==> config.mk <==
export PLATFORM = sky130hd
export DESIGN_NAME = gate_deadtime_inserter
export DESIGN_NICKNAME = d
export VERILOG_FILES = /design/src/rtl/motor_pkg.sv /design/src/rtl/deadtime_phase.sv /design/src/rtl/gate_deadtime_inserter.sv
export SDC_FILE = /design/constraint.sdc
export NUM_CORES = 1
export LEC_CHECK = 0
export BUFFER_PORTS_ARGS = -buffer_cell sky130_fd_sc_hd__buf_2
export CAP_MARGIN = 30
export CORE_ASPECT_RATIO = 1.1
export CORE_UTILIZATION = 30
export CTS_CLUSTER_DIAMETER = 30
export DETAILED_ROUTE_END_ITERATION = 12
export PLACE_DENSITY = 0.42
export SYNTH_ARGS = -nofsm -noshare
export SYNTH_HDL_FRONTEND = slang
export SYNTH_SLANG_ARGS = --single-unit
==> constraint.sdc <==
create_clock -name i_clk -period 5.4 [get_ports i_clk]
set_input_delay 0.54 -clock i_clk [delete_from_list [all_inputs] [get_ports i_clk]]
set_output_delay 0.54 -clock i_clk [all_outputs]
set_load 0.01 [all_outputs]
==> src/rtl/motor_pkg.sv <==
// Shared motor-control types and constants used by the gate dead-time inserter.
package motor_pkg;

    typedef enum logic [1:0] {
        IDLE = 2'd0,
        HI   = 2'd1,
        LO   = 2'd2,
        DEAD = 2'd3
    } phase_state_t;

    typedef enum logic [1:0] {
        REQ_OFF = 2'd0,
        REQ_HI  = 2'd1,
        REQ_LO  = 2'd2
    } phase_req_t;

    localparam int K_NPHASES = 3;

    // All low sides on: shorts the motor windings for braking.
    localparam logic [2*K_NPHASES-1:0] K_BRAKE_PATTERN = 6'b000111;

endpackage

==> src/rtl/deadtime_phase.sv <==
// One half-bridge leg: request decode, HI/LO/DEAD state machine, dead-time counter,
// last-side memory and sticky illegal-request flag.
module deadtime_phase
    import motor_pkg::*;
#(
    parameter int K_DT_W = 8
) (
    input  logic              i_clk,
    input  logic              i_rst_n,
    input  logic              i_enable,
    input  logic              i_hi,
    input  logic              i_lo,
    input  logic [K_DT_W-1:0] i_deadtime,
    input  logic              i_fault_clear,
    output logic              o_gate_hi,
    output logic              o_gate_lo,
    output logic              o_dead_active,
    output logic              o_fault
);

    phase_state_t      state_q, state_d;
    phase_state_t      last_q, last_d;
    logic [K_DT_W-1:0] cnt_q, cnt_d;
    logic              fault_q, fault_d;
    logic              gate_hi_q, gate_hi_d;
    logic              gate_lo_q, gate_lo_d;
    logic              dead_active_q, dead_active_d;
    phase_req_t        req_s;
    logic              same_side_s;
    logic              other_side_s;

    // State register: all flops of the leg.
    always_ff @(posedge i_clk or negedge i_rst_n) begin
        if (!i_rst_n) begin
            state_q       <= IDLE;
            last_q        <= IDLE;
            cnt_q         <= '0;
            fault_q       <= 1'b0;
            gate_hi_q     <= 1'b0;
            gate_lo_q     <= 1'b0;
            dead_active_q <= 1'b0;
        end else begin
            state_q       <= state_d;
            last_q        <= last_d;
            cnt_q         <= cnt_d;
            fault_q       <= fault_d;
            gate_hi_q     <= gate_hi_d;
            gate_lo_q     <= gate_lo_d;
            dead_active_q <= dead_active_d;
        end
    end

    // Next state: decode the request (both sides set counts as OFF) and step the leg.
    always_comb begin
        case ({i_hi, i_lo})
            2'b10:   req_s = REQ_HI;
            2'b01:   req_s = REQ_LO;
            default: req_s = REQ_OFF;
        endcase
        same_side_s  = ((req_s == REQ_HI) && (last_q == HI)) || ((req_s == REQ_LO) && (last_q == LO));
        other_side_s = ((req_s == REQ_HI) && (last_q == LO)) || ((req_s == REQ_LO) && (last_q == HI));
        state_d = state_q;
        last_d  = last_q;
        cnt_d   = cnt_q;
        case (state_q)
            IDLE: begin
                if (i_enable && (req_s == REQ_HI)) begin
                    state_d = HI;
                end else if (i_enable && (req_s == REQ_LO)) begin
                    state_d = LO;
                end else begin
                    state_d = IDLE;
                end
            end
            HI, LO: begin
                if (!i_enable || (req_s != ((state_q == HI) ? REQ_HI : REQ_LO))) begin
                    state_d = DEAD;
                    cnt_d   = i_deadtime;
                    last_d  = state_q;
                end else begin
                    state_d = state_q;
                end
            end
            DEAD: begin
                // Returning to the side just left never risks shoot-through.
                if (i_enable && same_side_s) begin
                    state_d = last_q;
                    cnt_d   = '0;
                end else if (cnt_q != '0) begin
                    cnt_d = cnt_q - {{(K_DT_W-1){1'b0}}, 1'b1};
                end else if (i_enable && other_side_s) begin
                    state_d = (last_q == HI) ? LO : HI;
                end else begin
                    state_d = DEAD;
                end
            end
            default: begin
                state_d = IDLE;
                cnt_d   = '0;
                last_d  = IDLE;
            end
        endcase
        if (i_hi && i_lo) begin
            fault_d = 1'b1;
        end else if (i_fault_clear) begin
            fault_d = 1'b0;
        end else begin
            fault_d = fault_q;
        end
    end

    // Outputs: registered decode of the next state so gates follow state without extra delay.
    always_comb begin
        gate_hi_d     = i_enable && (state_d == HI);
        gate_lo_d     = i_enable && (state_d == LO);
        dead_active_d = (state_d == DEAD) && (cnt_d != '0);
    end

    assign o_gate_hi     = gate_hi_q;
    assign o_gate_lo     = gate_lo_q;
    assign o_dead_active = dead_active_q;
    assign o_fault       = fault_q;

endmodule

==> src/rtl/gate_deadtime_inserter.sv <==
// Converts the 6-step commutation pattern into half-bridge gate commands with
// programmable dead time; one independent deadtime_phase per leg.
module gate_deadtime_inserter #(
    parameter int K_DT_W    = 8,
    parameter int K_NPHASES = motor_pkg::K_NPHASES
) (
    input  logic                   i_clk,
    input  logic                   i_rst_n,
    input  logic                   i_enable,
    input  logic [2*K_NPHASES-1:0] i_pattern,
    input  logic [K_DT_W-1:0]      i_deadtime,
    input  logic                   i_fault_clear,
    output logic [2*K_NPHASES-1:0] o_gate,
    output logic [K_NPHASES-1:0]   o_dead_active,
    output logic [K_NPHASES-1:0]   o_fault
);

    logic [K_NPHASES-1:0] gate_hi_s;
    logic [K_NPHASES-1:0] gate_lo_s;

    for (genvar p = 0; p < K_NPHASES; p++) begin : g_phase
        deadtime_phase #(
            .K_DT_W(K_DT_W)
        ) u_phase (
            .i_clk        (i_clk),
            .i_rst_n      (i_rst_n),
            .i_enable     (i_enable),
            .i_hi         (i_pattern[K_NPHASES+p]),
            .i_lo         (i_pattern[p]),
            .i_deadtime   (i_deadtime),
            .i_fault_clear(i_fault_clear),
            .o_gate_hi    (gate_hi_s[p]),
            .o_gate_lo    (gate_lo_s[p]),
            .o_dead_active(o_dead_active[p]),
            .o_fault      (o_fault[p])
        );
    end

    assign o_gate = {gate_hi_s, gate_lo_s};

endmodule

==> qor.csv <==
metric,value,unit
status,completed,
asr flop ratio synth,1.000,
Mapped Cells,390,
Congestion Overflow GR,0,
setup bufs post-CTS,0,
Via Count,3069,
first-pass GRT wire length,16.17,mm
Util after Layout,0.3450,
Final Slew Violations,0,
Hold WC Path Type,primary input to asynchronous set/reset pin,
CTS tree,built,
row cnt,40,
Startpoint Class,flop,
mapped cell area,0.003486,mm²
Area Growth Syn to Fin,9.979,%
Static Leak,1.701,nW
final count of hold timing violations,0,
core area,0.01111,mm²
Layout Cells excl Fill,553,
die area,0.01205,mm²
pin count of the biggest net entering global routing,32,
Final setup viols,0,
Synth Flop Type,dfrtp_1,
"commonest non-fill, non-tap cell in the layout",dfrtp_1,
Final #Nets,439,
Ys Warns,0,
Peak supply drop,0.2152,mV
total track usage,0.1713,
power per cell area,654.2,mW/mm²
number of global-route vias before repair,3049,
Die X,104.8,µm
min cycle time layout,2.957,ns
Clock Latency Late Sink,0.29,ns
Worst-Margin Slew,0.8917,ns
period utilisation layout,0.5476,
I/O Buffers,29,
ant diodes,0,
drt wl/cell,17.55,µm
TritonCTS sink count,48,
DP Wirelength,7.129,mm
total CTS buffers,5,
Mapped Nets,423,
ANT nets after route,0,
Root Driver,clkbuf_16,
Initial Util,0.3137,
die height,115.1,µm
register area share after synthesis,0.3446,
fillcell total,1172,
htree depth,2,
initial antenna violation count,0,
power after layout,2.508,mW
placed cells,546,
crit path kind,flop to flop,
CP required,5.53,ns
most frequent cells in the layout,"dfrtp_1 (48), nand2_1 (40), inv_1 (31), buf_2 (30), o21ai_0 (27)",
Initial DRC Count,215,
syn_area_per_cell,8.938,µm²
Critical Path Fanout Max,7,
WL final,9.703,mm
clock buffer depth,2,
WP data arrival,3.08,ns
GP Congestion,0.8077,
Post-Route Skew,0.002970,ns
"Reg clk slew, reported paths",0.07,ns
Detailed Routing Iterations Pass 1,4,
Slew headroom,0.4040,
max-cap check violation count,0,
count of different cell masters after synthesis,60,
cts repair resizes,0,
RSZ-0062 raised after global routing,no,
layout cells sized above 1,0.1453,
# hold bufs at CTS,0,
number of synthesized flops with an enable pin,0,
Yosys reg bits,48,
DRC,0,
I/O pin total,30,
setup tns final,0,ns
DR vias/cell,5.550,
hold slack final,0.2076,ns
Max Fclk,338.2,MHz
critical path capture point type,flop,
-- Yosys cell counts, types with 9 or more instances --
cell type  number  area (µm²)
ha_1           15       187.7
inv_1          31       116.4
o21ai_0        27       135.1
buf_4          12       90.09
dfrtp_1        48        1201
o211ai_1       11       82.58
nor3b_1        10       75.07
nand3_1        11       55.05
nand2_1        40       150.1
nor2_1         13       48.80
clkbuf_1        9       33.78
-- critical path: stages, from the launching register on --
cell	delay, ns
dfrtp_1	0.43
inv_1	0.10
ha_1	0.16
nor4b_2	0.54
a21boi_1	0.28
nor3b_1	0.21
a221o_1	0.28
a2111oi_0	0.55
a311oi_1	0.24
-- sequential cells by signal, indices dropped and copies added, names as in the netlist --
| name | count |
|---|---|
| g_phase.u_phase.state_q | 6 |
| g_phase.u_phase.last_q | 6 |
| g_phase.u_phase.o_gate_hi | 3 |
| g_phase.u_phase.o_dead_active | 3 |
| g_phase.u_phase.cnt_q | 24 |
| g_phase.u_phase.o_gate_lo | 3 |
| g_phase.u_phase.o_fault | 3 |
-- cells by family (layout without fill, tap and decap cells) --
kind of cell             Yosys count  count (layout)  share of synthesized area
AND/OR/NAND/NOR                  160             160                     0.2893
AO/OA/AOI/OAI                    103             103                     0.2118
buffers and inverters             56              72                    0.07645
flip-flops                        48              48                     0.3446
adder cells (fa/ha/maj)           15              15                    0.05384
multiplexers                       7               7                    0.02154
XOR/XNOR                           1               1                   0.002513
-- path summary, 6_finish.rpt --
kind / startpoint / endpoint / slack [ns] / cells after the start
max in group asynchronous: i_rst_n / g_phase[2].u_phase.cnt_q[0]$_DFF_PN0_ / 4.40 / 2
worst min-delay path: i_rst_n / g_phase[1].u_phase.last_q[1]$_DFFE_PN0P_ / 0.21 / 1
worst max-delay path: g_phase[1].u_phase.cnt_q[0]$_DFF_PN0_ / g_phase[1].u_phase.o_dead_active$_DFF_PN0_ / 2.44 / 8
min in group i_clk: i_fault_clear / g_phase[0].u_phase.o_fault$_DFFE_PN0P_ / 0.47 / 2
worst max register to register: g_phase[1].u_phase.cnt_q[0]$_DFF_PN0_ / g_phase[1].u_phase.o_dead_active$_DFF_PN0_ / 2.44 / 8
worst min register to register: g_phase[0].u_phase.o_fault$_DFFE_PN0P_ / g_phase[0].u_phase.o_fault$_DFFE_PN0P_ / 0.52 / 2
-- per-stage QoR --
stage | area (µm²) | worst slack, ns
floorplan | 3486 | 2.962
global placement | 3695 | 2.356
detailed placement | 3700 | 2.385
CTS | 3834 | 2.373
global route | 3834 | 2.086
finish | 3834 | 2.443
-- area by class of cell --
type	count	area, µm²	share of cell area
tap	147	183.9	0.04798
clock inverter	1	5.005	0.001305
clock buffer	6	128.9	0.03362
sequential	48	1201	0.3133
multi-input combinational	286	2018	0.5264
inverter	31	116.4	0.03035
timing repair buffer	34	180.2	0.04700
-- report_power, final --
group          total, mW  internal [mW]  switching [mW]
combinational       1.49          0.634           0.860
sequential         0.708          0.527           0.181
clock              0.306          0.169           0.138
total               2.51           1.33            1.18
-- routing by layer --
metal  global-route usage  wire (µm)  vias to the layer above
met1               0.2207       4565                     1488
met2               0.2905       4594                       69
met4              0.06291        226                        0
met5                    0          0                        -
li1                     -          -                     1495
met3              0.02834        317                       17
(Power assumes the default switching activity.)
